===== config.mk =====
export PLATFORM = sky130hd
export DESIGN_NAME = int_gateway_claim
export DESIGN_NICKNAME = d
export VERILOG_FILES = /design/src/rtl/int_gateway_claim.sv
export SDC_FILE = /design/constraint.sdc
export NUM_CORES = 1
export LEC_CHECK = 0
export CAP_MARGIN = 0
export CORE_UTILIZATION = 45
export DETAILED_ROUTE_END_ITERATION = 8
export DONT_BUFFER_PORTS = 1
export GPL_TIMING_DRIVEN = 0
export SLEW_MARGIN = 20
export SYNTH_ARGS = -nofsm -noshare
export SYNTH_HDL_FRONTEND = slang
export SYNTH_SLANG_ARGS = --single-unit

===== constraint.sdc =====
create_clock -name clock -period 3.2 [get_ports clock]
set_input_delay 0.32 -clock clock [delete_from_list [all_inputs] [get_ports clock]]
set_output_delay 0.32 -clock clock [all_outputs]
set_load 0.01 [all_outputs]

===== src/rtl/int_gateway_claim.sv =====
// int_gateway_claim
//   Receiving end of the flattened interrupt vector from the interrupt xbar.
//   Each level-sensitive source is synchronized and passed through a small
//   gateway (IDLE / PENDING / INFLIGHT). The enabled pending sources are
//   aggregated into one registered irq. A claim/complete port on the hart
//   side services them, and the lowest source index wins. Source i is
//   reported as ID i+1, and ID 0 means "no interrupt".
//
// Ports
//   clock            in   sole clock
//   reset            in   asynchronous, active-high reset
//   int_in           in   level interrupt vector, may be asynchronous
//   int_enable       in   per-source enable mask, synchronous to clock
//   irq_out          out  registered: any source pending and enabled
//   claim_req        in   one-cycle claim strobe
//   claim_resp_valid out  one-cycle response pulse, the cycle after claim_req
//   claim_resp_id    out  claimed ID (0 = nothing claimable), held until next claim
//   complete_valid   in   one-cycle completion strobe
//   complete_id      in   ID being completed
//   dbg_state        out  gateway state of every source, 2 bits per source
//
// Handshake: claim_req is a request-only strobe with no ready. Every cycle
// with claim_req=1 produces exactly one claim_resp_valid pulse on the next
// edge. complete_valid is likewise a fire-and-forget strobe.
module int_gateway_claim #(
    parameter int NUM_SRC     = 5,
    parameter int SYNC_STAGES = 2,
    parameter int ID_W        = 3
) (
    input  logic                 clock,
    input  logic                 reset,
    input  logic [NUM_SRC-1:0]   int_in,
    input  logic [NUM_SRC-1:0]   int_enable,
    output logic                 irq_out,
    input  logic                 claim_req,
    output logic                 claim_resp_valid,
    output logic [ID_W-1:0]      claim_resp_id,
    input  logic                 complete_valid,
    input  logic [ID_W-1:0]      complete_id,
    output logic [2*NUM_SRC-1:0] dbg_state
);

    typedef enum logic [1:0] {
        GW_IDLE     = 2'd0,
        GW_PENDING  = 2'd1,
        GW_INFLIGHT = 2'd2
    } gw_state_e;

    gw_state_e          state_q [NUM_SRC];
    gw_state_e          state_d [NUM_SRC];
    logic [NUM_SRC-1:0] sync_q  [SYNC_STAGES];
    logic [NUM_SRC-1:0] s_lvl;
    logic [NUM_SRC-1:0] eligible;
    logic [NUM_SRC-1:0] complete_hit;
    logic [ID_W-1:0]    sel_id;
    logic               irq_q, irq_d;
    logic               resp_valid_q, resp_valid_d;
    logic [ID_W-1:0]    resp_id_q, resp_id_d;

    // Synchronizer chain. Level semantics only, so there is no edge detect.
    always_ff @(posedge clock or posedge reset) begin
        if (reset) begin
            for (int k = 0; k < SYNC_STAGES; k++) begin
                sync_q[k] <= '0;
            end
        end else begin
            sync_q[0] <= int_in;
            for (int k = 1; k < SYNC_STAGES; k++) begin
                sync_q[k] <= sync_q[k-1];
            end
        end
    end

    assign s_lvl = sync_q[SYNC_STAGES-1];

    // Arbitration and completion decode use the current-cycle state. A source
    // completing this cycle is INFLIGHT, so it can never be selected now.
    always_comb begin
        eligible     = '0;
        complete_hit = '0;
        sel_id       = '0;
        for (int i = 0; i < NUM_SRC; i++) begin
            eligible[i]     = (state_q[i] == GW_PENDING) && int_enable[i];
            complete_hit[i] = complete_valid && (complete_id == ID_W'(i + 1));
        end
        // Scan downwards so that the lowest eligible index is the last one written.
        for (int i = NUM_SRC - 1; i >= 0; i--) begin
            if (eligible[i]) begin
                sel_id = ID_W'(i + 1);
            end
        end
    end

    // Gateway next state. IDLE only looks at the level, so a source that
    // completes with its level still high spends one cycle in IDLE first.
    always_comb begin
        for (int i = 0; i < NUM_SRC; i++) begin
            state_d[i] = state_q[i];
            case (state_q[i])
                GW_IDLE: begin
                    if (s_lvl[i]) begin
                        state_d[i] = GW_PENDING;
                    end
                end
                GW_PENDING: begin
                    if (claim_req && (sel_id == ID_W'(i + 1))) begin
                        state_d[i] = GW_INFLIGHT;
                    end
                end
                GW_INFLIGHT: begin
                    if (complete_hit[i]) begin
                        state_d[i] = GW_IDLE;
                    end
                end
                default: state_d[i] = GW_IDLE;
            endcase
        end
        // irq follows the present pending set, so it drops one cycle after
        // the claim that removes the last eligible source.
        irq_d        = |eligible;
        resp_valid_d = claim_req;
        resp_id_d    = claim_req ? sel_id : resp_id_q;
    end

    always_ff @(posedge clock or posedge reset) begin
        if (reset) begin
            for (int i = 0; i < NUM_SRC; i++) begin
                state_q[i] <= GW_IDLE;
            end
            irq_q        <= 1'b0;
            resp_valid_q <= 1'b0;
            resp_id_q    <= '0;
        end else begin
            for (int i = 0; i < NUM_SRC; i++) begin
                state_q[i] <= state_d[i];
            end
            irq_q        <= irq_d;
            resp_valid_q <= resp_valid_d;
            resp_id_q    <= resp_id_d;
        end
    end

    always_comb begin
        dbg_state = '0;
        for (int i = 0; i < NUM_SRC; i++) begin
            dbg_state[2*i +: 2] = state_q[i];
        end
    end

    assign irq_out          = irq_q;
    assign claim_resp_valid = resp_valid_q;
    assign claim_resp_id    = resp_id_q;

endmodule


==> results.sh, run 1 <==
export IMPL_outcome="finished, final reports clean"
export IMPL_htree_num_levels=1
export IMPL_cp_required_ps=3470
export IMPL_ir_drop_uv=400.3
export IMPL_cts_root_buf="clkbuf_4"
export IMPL_fin_util=0.5531
export IMPL_first_pass_iters=4
export IMPL_grt_pass1_wl_mm=2.994
export IMPL_syn_to_final_growth_pct=12.17
export IMPL_synth_top_area_frac=0.6337
export IMPL_crit_buf_inv=0
export IMPL_yosysTopAreaCell="dfrtp_1"
export IMPL_yosysWarnings=0
export IMPL_n_antenna_cell=0
export IMPL_maxCapViolCount=0
export IMPL_synth_most_common_cell="dfrtp_1"
export IMPL_ant_nets=0
export IMPL_cts_tree="done"
export IMPL_p_sw_mw=0.3070
export IMPL_ff2ff_path_depth=3
export IMPL_max_slew_margin=0.3976
export IMPL_pin_count=32
export IMPL_power_leakage_nw=0.4881
export IMPL_finalCritPeriodShare=0.3775
export IMPL_via_per_inst=5.856
export IMPL_synth_seq_cells=25
export IMPL_max_freq_mhz=827.8
export IMPL_synth_cells=74
export IMPL_cpPeakStageDelay_ps=450
export IMPL_r2r_end="claim_resp_id[0]"
export IMPL_core_area_mm2=0.002002
export IMPL_r2r_start="dbg_state[9]"
export IMPL_cts_resized=0
export IMPL_clockBufferDepth=2
export IMPL_die_w_um=48.84
export IMPL_cts_made_buffers=3
export IMPL_p_total_mw=0.8538
export IMPL_postCtsSetupBuffers=0
export IMPL_grt_ovfl_total=0
export IMPL_dp_hpwl_mm=1.316
export IMPL_syn_cell_area_um2=987.2
export IMPL_place_gp_congestion=0.7832
export IMPL_swShare=0.3595
export IMPL_vias=650
export IMPL_hold_class="input port to asynchronous set/reset pin"
export IMPL_rrSetupSlack_ps=1990
export IMPL_syn_nets=91
export IMPL_crit_type="register to register"
export IMPL_drc=0
export IMPL_wire_per_inst_um=15.96
export IMPL_setup_viol=0
export IMPL_power_density_mw_per_mm2=771.1
export IMPL_final_hold_viol_count=0
export IMPL_rsz0062_at_grt="no"
export IMPL_synth_commonest_cells="dfrtp_1, inv_1, nor2_1"
export IMPL_p_seq_frac=0.604
export IMPL_clk_latency_ps=320
export IMPL_synth_ff_type="dfrtp_1"
export IMPL_die_area_mm2=0.002385
export IMPL_worst_pin_slew_ps=902.6
export IMPL_fill_cells=172
export IMPL_crit_chain="nand3b_1 -> o2111ai_1 -> o221a_2"
export IMPL_port_buffers=0
export IMPL_slowest_stage="dfrtp_1"
export IMPL_critPathMaxFanout=4
export IMPL_synthTopCellsByArea="dfrtp_1, nand3b_4, inv_1"
export IMPL_row_count=16
export IMPL_yosysSeqAreaShare=0.6337
export IMPL_period_needed_ps=1208
export IMPL_first_global_vias=623
export IMPL_synth_distinct_cells=24
export IMPL_die_h_um=48.84
export IMPL_end_kind="register"
export IMPL_drive_above_1_share=0.1310
export IMPL_clkSinkCount=25
export IMPL_p_clk_frac=0.160
export IMPL_clkTransAtPathRegs_ps=130
export IMPL_ff_latch_area_um2=625.6
export IMPL_drt_iter0_drc=5
export IMPL_p_comb_frac=0.236
export IMPL_crit_arrival_ps=1480
export IMPL_grt_max_degree=26
export IMPL_drt_wl_total_mm=1.772
export IMPL_start_util=0.4931
export IMPL_cpLargestDelayFamily="compound AO/OA/AOI/OAI gates"
export IMPL_globalRouteTotalUtil=0.1736
export IMPL_antenna_found_initial=0
export IMPL_finClkSkew_ps=11.56
export IMPL_nets=102
export IMPL_worst_setup_path_start_kind="register"
export IMPL_avgSynthCellArea_um2=13.34
export IMPL_synth_edf_count=0
export IMPL_slew_viol_final=0
export IMPL_synth_async_reset_ratio=1.000
export IMPL_setup_tns_ps=0
export IMPL_multi_input_comb_area_um2=327.8
export IMPL_p_int_mw=0.5469
## through the flow
step	std cells	area (um2)	worst slack (ps)	hold slack, ps
global route	111	1107	1885	84.04
global placement	101	1021	2017	332.3
floorplan	74	987.2	2136	331.2
CTS	105	1047	1965	7.625
detailed placement	101	1021	1990	336.2
finish	111	1107	1992	67.51
## cells by family (layout without fill, tap and decap cells)
group | count (synthesis) | count (layout) | synth area share
buffers and inverters | 9 | 19 | 0.03422
AOI/OAI and AO/OA | 17 | 17 | 0.1508
DFF | 25 | 25 | 0.6337
and+or+nand+nor | 23 | 23 | 0.1812
## worst reg2reg max path, delay by kind of cell, from the launching register on
| family | cells | cell delay (ps) |
|---|---|---|
| AO/OA/AOI/OAI | 2 | 470 |
| flip-flops | 1 | 450 |
| AND/OR/NAND/NOR | 1 | 250 |
## layout make-up
class | count | area share
inverters | 9 | 0.03051
flip-flops and latches | 25 | 0.5650
clock buffers | 4 | 0.02373
well taps | 27 | 0.03051
repair buffers | 6 | 0.05424
multi-input cells | 40 | 0.2960
## how the worst max path moves through the flow
stage,from,endpoint,slack [ps],cells past startpoint
CTS,dbg_state[9],claim_resp_id[0],1960,3
detailed placement,dbg_state[9],claim_resp_id[0],1990,3
global route,dbg_state[9],claim_resp_id[0],1880,3
finish,dbg_state[9],claim_resp_id[0],1990,3
floorplan,dbg_state[2],dbg_state[8],2140,3
global placement,dbg_state[9],claim_resp_id[0],2020,3
## flip-flops by register name, summed over array words and instances (netlist names)
name              count
s_lvl                 5
sync_q                5
dbg_state            10
irq_out               1
claim_resp_id         3
claim_resp_valid      1
## metal layers
metal,GRT usage,routed length [um],vias up
met5,0,0,-
met4,0.1029,42,0
met3,0.05919,122,5
met2,0.2894,878,29
met1,0.1913,728,318
li1,-,-,298
## placed cells by master, fill, tap and decap left out
cell type and instances:
a311oi_1 1, and2_1 2, and3b_1 1, clkbuf_1 1
clkbuf_4 3, dfrtp_1 25, dlygate4sd3_1 6, inv_1 9
nand2_1 3, nand2_2 1, nand3_1 3, nand3b_1 2
nand3b_2 1, nand3b_4 2, nand4_4 1, nor2_1 5
nor4b_1 1, nor4bb_1 1, o2111ai_1 1, o21a_1 1
o21ai_0 1, o221a_2 3, o2bb2ai_1 2, o311ai_0 3
o31a_1 1, o31ai_1 2, o32ai_1 2
## timing repair
item,4_1_cts,5_1_grt
endpoints found under the hold margin,0,6
setup endpoints to repair,0,0
hold buffers,0,6
## power by group through the flow
| stage | clock network, mW | registers, mW | logic (mW) |
|---|---|---|---|
| floorplan | 0 | 0.501 | 0.166 |
| global placement | 0 | 0.519 | 0.192 |
| detailed placement | 0 | 0.525 | 0.198 |
| CTS | 0.141 | 0.518 | 0.199 |
| global route | 0.158 | 0.531 | 0.225 |
| finish | 0.136 | 0.516 | 0.201 |
Note: power is estimated with default switching activity, not from simulation.
==> run 2, diff against run 1 <==
==> constraint.sdc (replaced) <==
create_clock -name clock -period 0.98 [get_ports clock]
set_input_delay 0.098 -clock clock [delete_from_list [all_inputs] [get_ports clock]]
set_output_delay 0.098 -clock clock [all_outputs]
set_load 0.01 [all_outputs]
==> results.sh, run 2 (same netlist as run 1, synthesis figures left out) <==
export IMPL_final_common_cell="dfrtp_1"
export IMPL_pin_count=32
export IMPL_row_count=16
export IMPL_clockBufferDepth=2
export IMPL_max_freq_mhz=867.3
export IMPL_power_density_mw_per_mm2=2467
export IMPL_finClkSkew_ps=2.929
export IMPL_slew_viol_final=0
export IMPL_period_needed_ps=1153
export IMPL_drt_wl_total_mm=1.859
export IMPL_die_w_um=48.84
export IMPL_wire_per_inst_um=16.03
export IMPL_worst_pin_slew_ps=906.3
export IMPL_power_leakage_nw=0.5265
export IMPL_clkSinkCount=25
export IMPL_drc=0
export IMPL_critPathMaxFanout=4
export IMPL_setup_tns_ps=-1267
export IMPL_die_h_um=48.84
export IMPL_p_total_mw=3.010
export IMPL_finalCritPeriodShare=1.177
export IMPL_first_pass_iters=4
export IMPL_max_slew_margin=0.3951
export IMPL_hold_class="input port to register"
export IMPL_dp_hpwl_mm=1.274
export IMPL_drt_iter0_drc=9
export IMPL_first_global_vias=670
export IMPL_globalRouteTotalUtil=0.1732
export IMPL_ir_drop_uv=1345
export IMPL_worst_hold_slack_ps=-200.9
export IMPL_cts_made_buffers=3
export IMPL_crit_type="register to register"
export IMPL_end_kind="register"
export IMPL_clk_latency_ps=310
export IMPL_n_antenna_cell=0
export IMPL_cp_required_ps=1240
export IMPL_rsz0062_at_grt="yes"
export IMPL_via_per_inst=5.862
export IMPL_worst_setup_path_start_kind="register"
export IMPL_syn_to_final_growth_pct=23.57
export IMPL_port_buffers=0
export IMPL_cts_tree="done"
export IMPL_clkTransAtPathRegs_ps=130
export IMPL_setup_ws_ps=-173.0
export IMPL_drive_above_1_share=0.3034
export IMPL_start_util=0.4931
export IMPL_cts_root_buf="clkbuf_4"
export IMPL_outcome="finished, violations left"
export IMPL_setup_viol=12
export IMPL_maxCapViolCount=0
export IMPL_final_cell_mix="dfrtp_1, inv_1, dlygate4sd3_1"
export IMPL_grt_pass1_wl_mm=3.070
export IMPL_violations="hold timing, setup timing"
export IMPL_crit_arrival_ps=1420
export IMPL_ant_nets=0
export IMPL_antenna_found_initial=0
export IMPL_vias=680
export IMPL_htree_num_levels=1
export IMPL_grt_max_degree=26
export IMPL_place_gp_congestion=0.7653
export IMPL_nets=107
export IMPL_core_area_mm2=0.002002
export IMPL_largest_register_ffs=10
export IMPL_final_hold_viol_count=34
export IMPL_die_area_mm2=0.002385
export IMPL_grt_ovfl_total=0
-- run 2: routing by layer --
layer / part of all wire / vias to the layer above / global-route usage
met2: 0.49 / 26 / 0.2593
met4: 0.011 / 0 / 0.07353
li1: - / 304 / -
met5: 0 / - / 0
met3: 0.070 / 2 / 0.05607
met1: 0.43 / 348 / 0.2309
-- run 2: worst max-delay path: stages, from the launching register on --
cell and delay, ps:
dfrtp_2 460, nand3b_1 250, o2111ai_2 200, o221a_2 190
-- run 2: power breakdown --
group	internal [mW]	switching, mW	leakage, nW
sequential	1.31	0.428	0.288
combinational	0.459	0.362	0.224
clock	0.155	0.300	0.0139
-- run 2: worst paths after layout --
kind	from	end	slack, ps	cells after the start
worst max-delay path	dbg_state[9]	claim_resp_id[0]	-170	3
worst max register to register	dbg_state[9]	claim_resp_id[0]	-170	3
max in group asynchronous	reset	dbg_state[6]	510	1
worst min-delay path	claim_req	claim_resp_valid	-200	0
worst min register to register	sync_q[8]	s_lvl[3]	360	0
min in group asynchronous	reset	s_lvl[4]	-140	1
-- run 2: cell type report --
cell class	instances	area [um2]
clock inverter	1	7.507
timing repair buffer	11	105.1
sequential	25	634.4
tap	27	33.78
multi-input combinational	40	382.9
clock buffer	3	22.52
inverter	9	33.78
fill	153	782.0
-- run 2: metrics by stage --
stage          instance area (um2)  std cells  utilization  setup slack, ps
2_1_floorplan                996.0         74            -           -81.45
3_3_place_gp                  1030        101       0.5144           -171.1
3_5_place_dp                  1030        101       0.5144           -204.0
4_1_cts                       1185        114       0.5919           -193.5
5_1_grt                       1220        116       0.6094           -246.6
6_report                      1220        116       0.6094           -173.0
-- run 2: repair_timing --
action                                  in CTS  in global routing
endpoints found under the hold margin       41                 35
cloned                                       0                  0
hold buffers                                 8                  1
gates resized for setup                     11                  4
pin swaps                                    4                  4
endpoints found under the setup margin      12                 14
setup buffers                                1                  1
==> run 3, diff against run 2 <==
==> constraint.sdc (replaced) <==
create_clock -name clock -period 1.48 [get_ports clock]
set_input_delay 0.148 -clock clock [delete_from_list [all_inputs] [get_ports clock]]
set_output_delay 0.148 -clock clock [all_outputs]
set_load 0.01 [all_outputs]
==> results.sh, run 3 (same netlist as run 1, synthesis figures left out) <==
export IMPL_first_pass_iters=4
export IMPL_setup_tns_ps=0
export IMPL_drt_wl_total_mm=1.841
export IMPL_vias=662
export IMPL_p_total_mw=1.857
export IMPL_slew_viol_final=0
export IMPL_final_hold_viol_count=0
export IMPL_ff_latch_area_um2=625.6
export IMPL_fin_cells=115
export IMPL_wire_per_inst_um=16.01
export IMPL_postCtsSetupBuffers=0
export IMPL_cts_root_buf="clkbuf_4"
export IMPL_worst_pin_slew_ps=909.0
export IMPL_cts_tree="done"
export IMPL_crit_arrival_ps=1490
export IMPL_crit_type="register to register"
export IMPL_hold_class="input port to register"
export IMPL_cts_made_buffers=3
export IMPL_final_common_cell="dfrtp_1"
export IMPL_r2r_start="dbg_state[9]"
export IMPL_maxCapViolCount=0
export IMPL_power_leakage_nw=0.5048
export IMPL_setup_viol=0
export IMPL_pin_count=32
export IMPL_ant_nets=0
export IMPL_via_per_inst=5.757
export IMPL_nets=106
export IMPL_first_global_vias=639
export IMPL_globalRouteTotalUtil=0.1764
export IMPL_ir_drop_uv=856.4
export IMPL_clkTransAtPathRegs_ps=120
export IMPL_grt_pass1_wl_mm=3.049
export IMPL_period_needed_ps=1220
export IMPL_endpoint="claim_resp_id[0]"
export IMPL_max_freq_mhz=819.6
export IMPL_grt_max_degree=26
export IMPL_clk_latency_ps=310
export IMPL_power_density_mw_per_mm2=1618
export IMPL_drive_above_1_share=0.1250
export IMPL_start_util=0.4931
export IMPL_die_area_mm2=0.002385
export IMPL_rsz0062_at_grt="no"
export IMPL_rrSetupSlack_ps=260
export IMPL_htree_num_levels=1
export IMPL_clkSinkCount=25
export IMPL_r2r_end="claim_resp_id[0]"
export IMPL_port_buffers=0
export IMPL_syn_to_final_growth_pct=16.22
export IMPL_dp_cells=101
export IMPL_clockBufferDepth=2
export IMPL_worst_setup_path_start_kind="register"
export IMPL_die_h_um=48.84
export IMPL_max_slew_margin=0.3934
export IMPL_fill_cells=166
export IMPL_cp_required_ps=1740
export IMPL_drc=0
export IMPL_place_gp_congestion=0.7832
export IMPL_dp_hpwl_mm=1.316
export IMPL_critPathMaxFanout=4
export IMPL_grt_ovfl_total=0
export IMPL_die_w_um=48.84
export IMPL_n_antenna_cell=0
export IMPL_outcome="finished, final reports clean"
export IMPL_row_count=16
export IMPL_finalCritPeriodShare=0.8244
export IMPL_multi_input_comb_area_um2=327.8
export IMPL_finClkSkew_ps=2.863
export IMPL_ff2ff_path_depth=3
export IMPL_drt_iter0_drc=6
export IMPL_final_cell_mix="dfrtp_1, dlygate4sd3_1, inv_1"
export IMPL_end_kind="register"
export IMPL_startpoint="dbg_state[9]"
export IMPL_largest_register_ffs=10
export IMPL_antenna_found_initial=0
export IMPL_core_area_mm2=0.002002
run 3: final cells by class:
class	count	area share
clock buffer	4	0.02290
inverter	9	0.02944
multi-input combinational	40	0.2857
sequential	25	0.5453
tap	27	0.02944
timing repair buffer	10	0.08724
run 3: critical path, cell delays in order (launching register included):
cell and delay (ps):
dfrtp_1 460, nand3b_1 250, o2111ai_1 250, o221a_2 220
run 3: what timing repair did:
action,4_1_cts,5_1_grt
endpoints found under the hold margin,35,2
hold buffers,8,2
resized for setup,0,0
run 3: metrics by stage:
step	cell area, um2	hold WS, ps	utilization	setup slack [ps]
finish	1147	8.676	0.5731	259.8
global route	1147	3.445	0.5731	172.5
CTS	1127	2.144	0.5631	244.7
detailed placement	1021	179.5	0.5100	270.4
global placement	1021	179.5	0.5100	296.8
floorplan	987.2	175.3	-	416.3
run 3: power breakdown:
part,total [mW],leakage [nW],internal (mW),switching [mW]
Sequential,1.12,0.296,0.849,0.266
Combinational,0.447,0.194,0.235,0.213
Clock,0.295,0.0150,0.105,0.189
run 3: routing by layer:
layer	routed length, um	vias to the layer above	global-route usage	share of wire
met5	0	-	0	0
met4	42	0	0.1029	0.023
met3	114	5	0.05296	0.062
met2	917	28	0.2940	0.50
met1	766	325	0.1996	0.42
li1	-	304	-	-
run 3: how the worst min path moves through the flow:
stage | startpoint | end | slack [ps] | cells after the start
2_1_floorplan | reset | claim_resp_id[0] | 180 | 1
4_1_cts | int_enable[2] | dbg_state[5] | 2 | 2
5_1_grt | int_enable[2] | dbg_state[5] | 3 | 2
3_3_place_gp | int_in[4] | sync_q[9] | 180 | 0
3_5_place_dp | int_in[3] | sync_q[8] | 180 | 0
6_report | int_enable[2] | dbg_state[5] | 9 | 2
